**src/rtl/bram_packer_if.sv**
```systemverilog
// Pipe-in and BRAM-write signal bundle for bram_packer; channel c owns slice c of every vector.
// The master drives the pipe side, the slave (packer) drives the BRAM side.
interface bram_packer_if #(
  parameter int NCH       = 3,
  parameter int IN_W      = 32,
  parameter int ELEM_W    = 16,
  parameter int BURST_LEN = 8,
  parameter int ADDR_W    = 13
);
  localparam int FW = $clog2(BURST_LEN + 1);

  logic [NCH-1:0]                  pass_mode;
  logic [NCH-1:0]                  in_valid;
  logic [NCH*IN_W-1:0]             in_data;
  logic [NCH-1:0]                  flush;
  logic [NCH-1:0]                  clear;
  logic [NCH-1:0]                  ram_wr_en;
  logic [NCH*ADDR_W-1:0]           ram_addr;
  logic [NCH*BURST_LEN*ELEM_W-1:0] ram_data;
  logic [NCH*FW-1:0]               fill_count;
  logic [NCH-1:0]                  overflow;

  modport master (
    output pass_mode, in_valid, in_data, flush, clear,
    input  ram_wr_en, ram_addr, ram_data, fill_count, overflow
  );

  modport slave (
    input  pass_mode, in_valid, in_data, flush, clear,
    output ram_wr_en, ram_addr, ram_data, fill_count, overflow
  );
endinterface

```
**src/rtl/bram_packer.sv**
```systemverilog
// Multi-channel pipe-to-BRAM packer: each channel packs BURST_LEN elements into one wide word
// (or passes words straight through) and writes it with a self-incrementing address.
module bram_packer #(
  parameter int NCH       = 3,
  parameter int IN_W      = 32,
  parameter int ELEM_W    = 16,
  parameter int BURST_LEN = 8,
  parameter int ADDR_W    = 13
) (
  input logic         clk,
  input logic         rst,
  bram_packer_if.slave bus
);
  localparam int BW = BURST_LEN * ELEM_W;
  localparam int FW = $clog2(BURST_LEN + 1);
  localparam logic [ADDR_W-1:0] ADDR_MAX = '1;

  logic [NCH-1:0]        wr_en_all;
  logic [NCH-1:0]        ovf_all;
  logic [NCH*ADDR_W-1:0] addr_all;
  logic [NCH*BW-1:0]     data_all;
  logic [NCH*FW-1:0]     fill_all;

  genvar gi;
  generate
    for (gi = 0; gi < NCH; gi++) begin : g_ch
      logic [BW-1:0]     lanes_q, lanes_d;
      logic [BW-1:0]     data_q, data_d;
      logic [FW-1:0]     fill_q, fill_d;
      logic [ADDR_W-1:0] addr_q, addr_d;
      logic              wr_en_q, wr_en_d;
      logic              ovf_q, ovf_d;
      logic [ELEM_W-1:0] elem;
      logic [BW-1:0]     elem_top;
      logic [BW-1:0]     lanes_eff;
      int                k;
      int                shamt;

      assign elem     = bus.in_data[gi*IN_W +: ELEM_W];
      assign elem_top = BW'(elem) << (BW - ELEM_W);

      always_comb begin
        lanes_d   = lanes_q;
        data_d    = data_q;
        fill_d    = fill_q;
        wr_en_d   = 1'b0;
        addr_d    = addr_q;
        ovf_d     = ovf_q;
        lanes_eff = lanes_q;
        k         = 0;
        shamt     = 0;

        // The write currently on the output retires its address at this edge.
        if (wr_en_q) begin
          addr_d = addr_q + ADDR_W'(1);
          if (addr_q == ADDR_MAX) begin
            ovf_d = 1'b1;
          end
        end

        if (bus.clear[gi]) begin
          lanes_d = '0;
          fill_d  = '0;
          addr_d  = '0;
          ovf_d   = 1'b0;
        end else if (bus.pass_mode[gi]) begin
          if (bus.in_valid[gi]) begin
            data_d  = BW'(bus.in_data[gi*IN_W +: IN_W]);
            wr_en_d = 1'b1;
          end
        end else begin
          // Element is accepted before any flush so a same-cycle flush covers it.
          k = int'(fill_q) + int'(bus.in_valid[gi]);
          if (bus.in_valid[gi]) begin
            lanes_eff = (lanes_q >> ELEM_W) | elem_top;
          end
          lanes_d = lanes_eff;
          if (k == BURST_LEN) begin
            data_d  = lanes_eff;
            wr_en_d = 1'b1;
            fill_d  = '0;
          end else if (bus.flush[gi] && k > 0) begin
            // Buffered elements sit in the top k lanes; drop them to lanes 0..k-1.
            shamt   = (BURST_LEN - k) * ELEM_W;
            data_d  = lanes_eff >> shamt;
            wr_en_d = 1'b1;
            fill_d  = '0;
          end else begin
            fill_d = FW'(k);
          end
        end
      end

      always_ff @(posedge clk) begin
        if (rst) begin
          lanes_q <= '0;
          data_q  <= '0;
          fill_q  <= '0;
          addr_q  <= '0;
          wr_en_q <= 1'b0;
          ovf_q   <= 1'b0;
        end else begin
          lanes_q <= lanes_d;
          data_q  <= data_d;
          fill_q  <= fill_d;
          addr_q  <= addr_d;
          wr_en_q <= wr_en_d;
          ovf_q   <= ovf_d;
        end
      end

      assign wr_en_all[gi]              = wr_en_q;
      assign ovf_all[gi]                = ovf_q;
      assign addr_all[gi*ADDR_W +: ADDR_W] = addr_q;
      assign data_all[gi*BW +: BW]      = data_q;
      assign fill_all[gi*FW +: FW]      = fill_q;
    end
  endgenerate

  assign bus.ram_wr_en  = wr_en_all;
  assign bus.overflow   = ovf_all;
  assign bus.ram_addr   = addr_all;
  assign bus.ram_data   = data_all;
  assign bus.fill_count = fill_all;
endmodule

```
**src/flat_wrapper.sv**
```systemverilog
// flat-port wrapper written by rule: the top's interface ports become plain ports
module bram_packer_flat 
#(
  parameter int NCH       = 3,
  parameter int IN_W      = 32,
  parameter int ELEM_W    = 16,
  parameter int BURST_LEN = 8,
  parameter int ADDR_W    = 13
)
  (clk, rst, bus_pass_mode, bus_in_valid, bus_in_data, bus_flush, bus_clear, bus_ram_wr_en, bus_ram_addr, bus_ram_data, bus_fill_count, bus_overflow);
  bram_packer_if #(.NCH(NCH), .IN_W(IN_W), .ELEM_W(ELEM_W), .BURST_LEN(BURST_LEN), .ADDR_W(ADDR_W)) bus_i ();
  input logic clk;
  input logic rst;
  input wire logic [$bits(bus_i.pass_mode)-1:0] bus_pass_mode;
  input wire logic [$bits(bus_i.in_valid)-1:0] bus_in_valid;
  input wire logic [$bits(bus_i.in_data)-1:0] bus_in_data;
  input wire logic [$bits(bus_i.flush)-1:0] bus_flush;
  input wire logic [$bits(bus_i.clear)-1:0] bus_clear;
  output wire logic [$bits(bus_i.ram_wr_en)-1:0] bus_ram_wr_en;
  output wire logic [$bits(bus_i.ram_addr)-1:0] bus_ram_addr;
  output wire logic [$bits(bus_i.ram_data)-1:0] bus_ram_data;
  output wire logic [$bits(bus_i.fill_count)-1:0] bus_fill_count;
  output wire logic [$bits(bus_i.overflow)-1:0] bus_overflow;
  assign bus_i.pass_mode = bus_pass_mode;
  assign bus_i.in_valid = bus_in_valid;
  assign bus_i.in_data = bus_in_data;
  assign bus_i.flush = bus_flush;
  assign bus_i.clear = bus_clear;
  assign bus_ram_wr_en = bus_i.ram_wr_en;
  assign bus_ram_addr = bus_i.ram_addr;
  assign bus_ram_data = bus_i.ram_data;
  assign bus_fill_count = bus_i.fill_count;
  assign bus_overflow = bus_i.overflow;
  bram_packer #(.NCH(NCH), .IN_W(IN_W), .ELEM_W(ELEM_W), .BURST_LEN(BURST_LEN), .ADDR_W(ADDR_W)) u_core (.clk(clk), .rst(rst), .bus(bus_i));
endmodule
```
**config.mk**
```make
export PLATFORM = sky130hd
export DESIGN_NAME = bram_packer_flat
export DESIGN_NICKNAME = d
export VERILOG_FILES = /design/src/rtl/bram_packer_if.sv /design/src/rtl/bram_packer.sv /design/src/flat_wrapper.sv
export SDC_FILE = /design/constraint.sdc
export NUM_CORES = 2
export LEC_CHECK = 0
export CELL_PAD_IN_SITES_DETAIL_PLACEMENT = 0
export CELL_PAD_IN_SITES_GLOBAL_PLACEMENT = 1
export CORE_UTILIZATION = 47
export CTS_BUF_LIST = sky130_fd_sc_hd__clkbuf_8
export DETAILED_ROUTE_END_ITERATION = 6
export PLACE_DENSITY_LB_ADDON = 0.3
export SETUP_SLACK_MARGIN = 0.5
export SYNTH_ARGS = -nofsm -noshare
export SYNTH_HDL_FRONTEND = slang
export SYNTH_SLANG_ARGS = --single-unit
```
**constraint.sdc**
```tcl
create_clock -name clk -period 9.5 [get_ports clk]
set_clock_uncertainty 0.05 [all_clocks]
set_input_delay 0.95 -clock clk [delete_from_list [all_inputs] [get_ports clk]]
set_output_delay 0.95 -clock clk [all_outputs]
set_load 0.01 [all_outputs]
```
=== Word-level counts from Yosys, hierarchy flattened ===
Index checks and enable logic that the tools add are counted.
Widths: inputs -> output; s select.

* Register bits after elaboration: 825
* Output and inout port bits: 441
* Word-level logic and storage cells: 102

* Shift operators: 3
* Bitwise operators: 6
* Eq/ne operators: 9
* $lt $le $gt $ge: 3
* Add/sub/neg operators: 9
* Reductions and logical operators: 15
* Multiplexer cells: 39

{| class="wikitable"
|+ Operators with widths
! kind !! count
|-
| $mux 128 || 21
|-
| $or 112x128->128 || 3
|-
| $shr 128x32->128 || 3
|-
| $eq 32x5->1 const B || 3
|-
| $gt 32x1->1 const B || 3
|-
| $sub 5x28->28 const A || 3
|-
| $add 13x1->13 const B || 3
|-
| $eq 13x13->1 const B || 3
|-
| $mux 4 || 6
|-
| $add 4x1->5 || 3
|-
| $mux 1 || 12
|-
| $reduce_and 3->1 || 3
|-
| $reduce_bool 3->1 || 3
|-
| $ne 2x1->1 const B || 3
|-
| $reduce_and 2->1 || 3
|-
| $reduce_or 2->1 || 3
|-
| $logic_and 1x1->1 || 3
|-
| $not 1->1 || 3
|}

=== Depth between registers and ports, before layout ===
* Word-level depth: 8
* Gate-level depth with buffers: 15
* Gate-level depth less buffers: 11

=== Worst setup path before layout ===
Ideal clock, no wire load.

* Path type: input port to flip-flop
* Start point: input port bus_in_valid[2]
* End point: register u_core.g_ch[2].data_q[118]
* Arrival: 3831 ps
* Setup time: 65 ps
* Path slack: 5554 ps
* Cell stages on the path: 15
* Cell sequence: ha_1 > ha_1 > buf_2 > xnor2_1 > nand2_1 > nand2_1 > ha_1 > and3b_1 > buf_2 > clkbuf_1 > o211ai_1 > a21boi_1 > buf_2 > a22oi_1 > nor2_1

* Word-level cells in the longest chain between the ends: 7

{| class="wikitable"
|+ Ends and longest elaborated chain
! what !! RTL line !! text
|-
| from (decl) || flat_wrapper.sv:15 || <nowiki>input wire logic [$bits(bus_i.in_valid)-1:0] bus_in_valid;</nowiki>
|-
| branches (longest 7 deep; another with $sub 5x28->28) || - ||
|-
| to (signal assigned) || bram_packer.sv:104 || <nowiki>data_q <= data_d;</nowiki>
|-
| to (decl) || bram_packer.sv:28 || <nowiki>logic [BW-1:0] data_q, data_d;</nowiki>
|}

Several ways; the timed one is not identified. The select of a mux whose other input is x is not followed.
A chain may end at the register's enable or synchronous reset.

=== Final worst setup path ===
* Start point: input port bus_in_valid[0]
* End point: register u_core.g_ch[0].data_q[101]

* Word-level cells in the longest chain between the ends: 7

{| class="wikitable"
|+ Ends and longest elaborated chain
! what !! RTL line
|-
| branches (longest 7 deep; another with $sub 5x28->28) || -
|-
| to (signal assigned) || bram_packer.sv:104
|-
| to (decl) || bram_packer.sv:28
|}

Several ways; the timed one is not identified. The select of a mux whose other input is x is not followed.

==> flow_metrics.env <==
export IMPL_postCtsSetupRepairBufs=0
export IMPL_max_cap_violations=0
export IMPL_status="complete, but fails checks"
export IMPL_postCtsHoldBufs=0
export IMPL_max_clock_freq_mhz=182
export IMPL_synth_most_common_cell="nor2_1"
export IMPL_rows=117
export IMPL_drc=4
export IMPL_finalWirelength_um=220000
export IMPL_synth_area_mm2=0.0486
export IMPL_fillers=9607
export IMPL_die_area_mm2=0.105
export IMPL_die_w_um=323
export IMPL_dieHeight_um=323
export IMPL_ant_nets=0
export IMPL_via_per_inst=6.60
export IMPL_drv_slew=0
export IMPL_violations="design-rule violations"
export IMPL_synth_ff_type="dfxtp_1"
export IMPL_synth_top_area_share_pct=34.0
export IMPL_vias=52263
export IMPL_grt_antenna_before_repair=7
export IMPL_h_tree_depth=4
export IMPL_pwr_share_clk_pct=42.3
export IMPL_finalCriticalPeriod_ns=5.51
export IMPL_clock_sinks=825
export IMPL_p_int_mw=6.02
export IMPL_critPathKind="in -> reg"
export IMPL_yosys_warnings=0
export IMPL_worstSetupEndpointType="flop"
export IMPL_grt_usage_pct=40.4
export IMPL_layout_drive_gt1_share_pct=8.59
export IMPL_rsz0062_at_grt="no"
export IMPL_pre_cts_slack_ns=3.37
export IMPL_start_util_pct=47.6
export IMPL_grt_max_degree=142
export IMPL_core_area_mm2=0.102
export IMPL_cts_root_buf="clkbuf_8"
export IMPL_finalNetCount=6546
export IMPL_grt_pass1_vias=46999
export IMPL_worst_pin_slew_ns=1.31
export IMPL_tns_ns=0
export IMPL_use_met3_pct=9.92
export IMPL_synthArstFlopShare_pct=0
export IMPL_synth_seq_cells=825
export IMPL_hpwl_um=150000
export IMPL_period_share_pct=57.9
export IMPL_startpoint_type="primary input"
export IMPL_io_buffers=550
export IMPL_min_path_type="reg -> reg"
export IMPL_grt_use_met2_pct=60.2
export IMPL_p_leak_nw=20.0
export IMPL_switchingPower_mw=2.75
export IMPL_seqPwrFrac_pct=40.6
export IMPL_cts_tree="built"
export IMPL_area_growth_syn_to_layout_pct=18.7
export IMPL_syn_avg_cell_area_um2=7.77
export IMPL_clock_path_buffers=3
export IMPL_firstDrtPassIters=7
export IMPL_pin_count=551
export IMPL_hold_viol=0
export IMPL_setup_viol=0
export IMPL_use_met1_pct=52.6
export IMPL_grt_overflow_total=0
export IMPL_finish_utilization_pct=56.5
export IMPL_synth_edf_count=0
export IMPL_cp_arrival_ns=6.24
export IMPL_yosys_top_cells_area="dfxtp_1 34%, mux2i_1 8.0%, nor2_1 6.7%"
export IMPL_synth_top_area_cell="dfxtp_1"
export IMPL_peakVddDrop_uv=116
export IMPL_crit_chain="buf_8 -> ha_4 -> buf_4 -> nor2_1 -> a21o_1 -> a21o_1 -> nor2_4 -> buf_4 -> a221o_1"
export IMPL_top_usage_layer="met2"
export IMPL_clkLatencyLatePin_ns=0.88
export IMPL_drtIter0Drc=7085
export IMPL_r2r_slack_ns=4.15
export IMPL_yosysUniqueCellTypes=89
export IMPL_synth_seq_area_share_pct=34.0
export IMPL_cts_clk_slew_worst_paths_ns=0.06
export IMPL_post_cts_resized=0
export IMPL_switching_share_pct=31.3
export IMPL_cp_max_fo=87
export IMPL_routedWlPerCell_um=27.8
export IMPL_yosys_top_cells_count="865 x nor2_1, 825 x dfxtp_1, 777 x nand2_1, 626 x a21oi_1, 445 x clkbuf_1"
export IMPL_cp_data_required_time_ns=10.24
export IMPL_crit_path_top_delay_cell="nor2_4"
export IMPL_power_frac_comb_pct=17.1
export IMPL_relSlewSlack_pct=11.6
export IMPL_p_per_area_mw_per_mm2=152
export IMPL_crit_path_max_incr_delay_ns=1.03
export IMPL_syn_inst=6251
export IMPL_grt_pass1_wl_um=318000
export IMPL_cts_made_buffers=151
export IMPL_fin_ws_ns=3.99
export IMPL_place_congestion=0.994
export IMPL_synth_net_count=6376
==> worst max-delay path: cells and delay by family <==
family	cells	cell delay, ns
buffers and inverters	3	1.98
AO/OA/AOI/OAI	3	1.14
AND/OR/NAND/NOR	2	1.43
adder cells (fa/ha/maj)	1	0.54
==> cell type report <==
type	count	area, um2	share of cell area [%]
diodes	8	20.0	0.0347
clock buffers	201	2770	4.80
clock inverters	72	500	0.869
inverters	55	206	0.358
multi-input cells	4744	29700	51.5
flip-flops and latches	825	16500	28.7
well taps	1368	1710	2.97
repair buffers	644	6240	10.8
==> cell usage in the layout (no fill, tap or decap), types with 25 or more instances in the layout <==
cell / count
nor3_1: 96
a221oi_1: 33
nand3_1: 64
o221ai_1: 163
a221o_1: 81
o31ai_1: 39
a22o_1: 67
a211oi_1: 79
nor2_1: 860
or3_1: 176
o22ai_1: 171
o21ai_0: 156
buf_4: 94
a311oi_1: 28
o2bb2ai_1: 99
o221a_2: 30
xor2_1: 25
o211ai_1: 80
clkdlybuf4s50_1: 543
mux2i_1: 389
inv_1: 89
a21oi_1: 625
clkbuf_8: 203
a31oi_1: 79
dfxtp_1: 825
o32ai_1: 27
a22oi_1: 63
nand2_1: 769
mux2_2: 95
==> routing by layer <==
metal  wire length [um]  up-vias
li1                   -    23550
met1              87000    24987
met2              94900     3168
met3              23900      556
met4              14200        2
met5                  8        -
==> path summary, 6_finish.rpt <==
path / cells past startpoint / end / startpoint
setup reg to reg: 8 / u_core.g_ch[0].data_q[101] / u_core.g_ch[0].fill_q[0]
setup / recovery: 9 / u_core.g_ch[0].data_q[101] / bus_in_valid[0]
hold reg to reg: 1 / u_core.g_ch[1].data_q[117] / u_core.g_ch[1].data_q[117]
hold / removal: 1 / u_core.g_ch[1].data_q[117] / u_core.g_ch[1].data_q[117]
==> stage by stage <==
stage	instance area [um2]	hold slack (ns)	power (mW)	cells
floorplan	48600	0.386	4.50	6251
global placement	54300	0.391	5.07	7636
detailed placement	54300	0.399	5.07	7636
CTS	57600	0.412	8.74	7909
global route	57600	0.424	9.02	7912
finish	57600	0.412	8.77	7917
==> power by group through the flow <==
stage          Combinational [mW]  Clock (mW)  Sequential (mW)
2_1_floorplan               0.880           0             3.62
3_3_place_gp                 1.44           0             3.63
3_5_place_dp                 1.44           0             3.63
4_1_cts                      1.44        3.74             3.56
5_1_grt                      1.56        3.90             3.56
6_report                     1.50        3.71             3.56
==> cell families (layout without fill, tap and decap cells) <==
logic type	Yosys count	in the layout	share of synthesized area [%]
muxes	492	492	10.6
AOI/OAI and AO/OA	2022	2022	28.9
and+or+nand+nor	2156	2156	19.2
buffers and inverters	682	972	5.63
DFF	825	825	34.0
xor gates and xnor gates	59	59	1.19
adders and majority gates	15	15	0.387
other	0	8	0
==> flip-flops by register name (all words and copies together), names as in the netlist <==
register,count
u_core.g_ch.data_q,384
u_core.g_ch.ovf_q,3
u_core.g_ch.fill_q,12
u_core.g_ch.addr_q,39
u_core.g_ch.lanes_q,384
u_core.g_ch.wr_en_q,3
(Power assumes the default switching activity.)
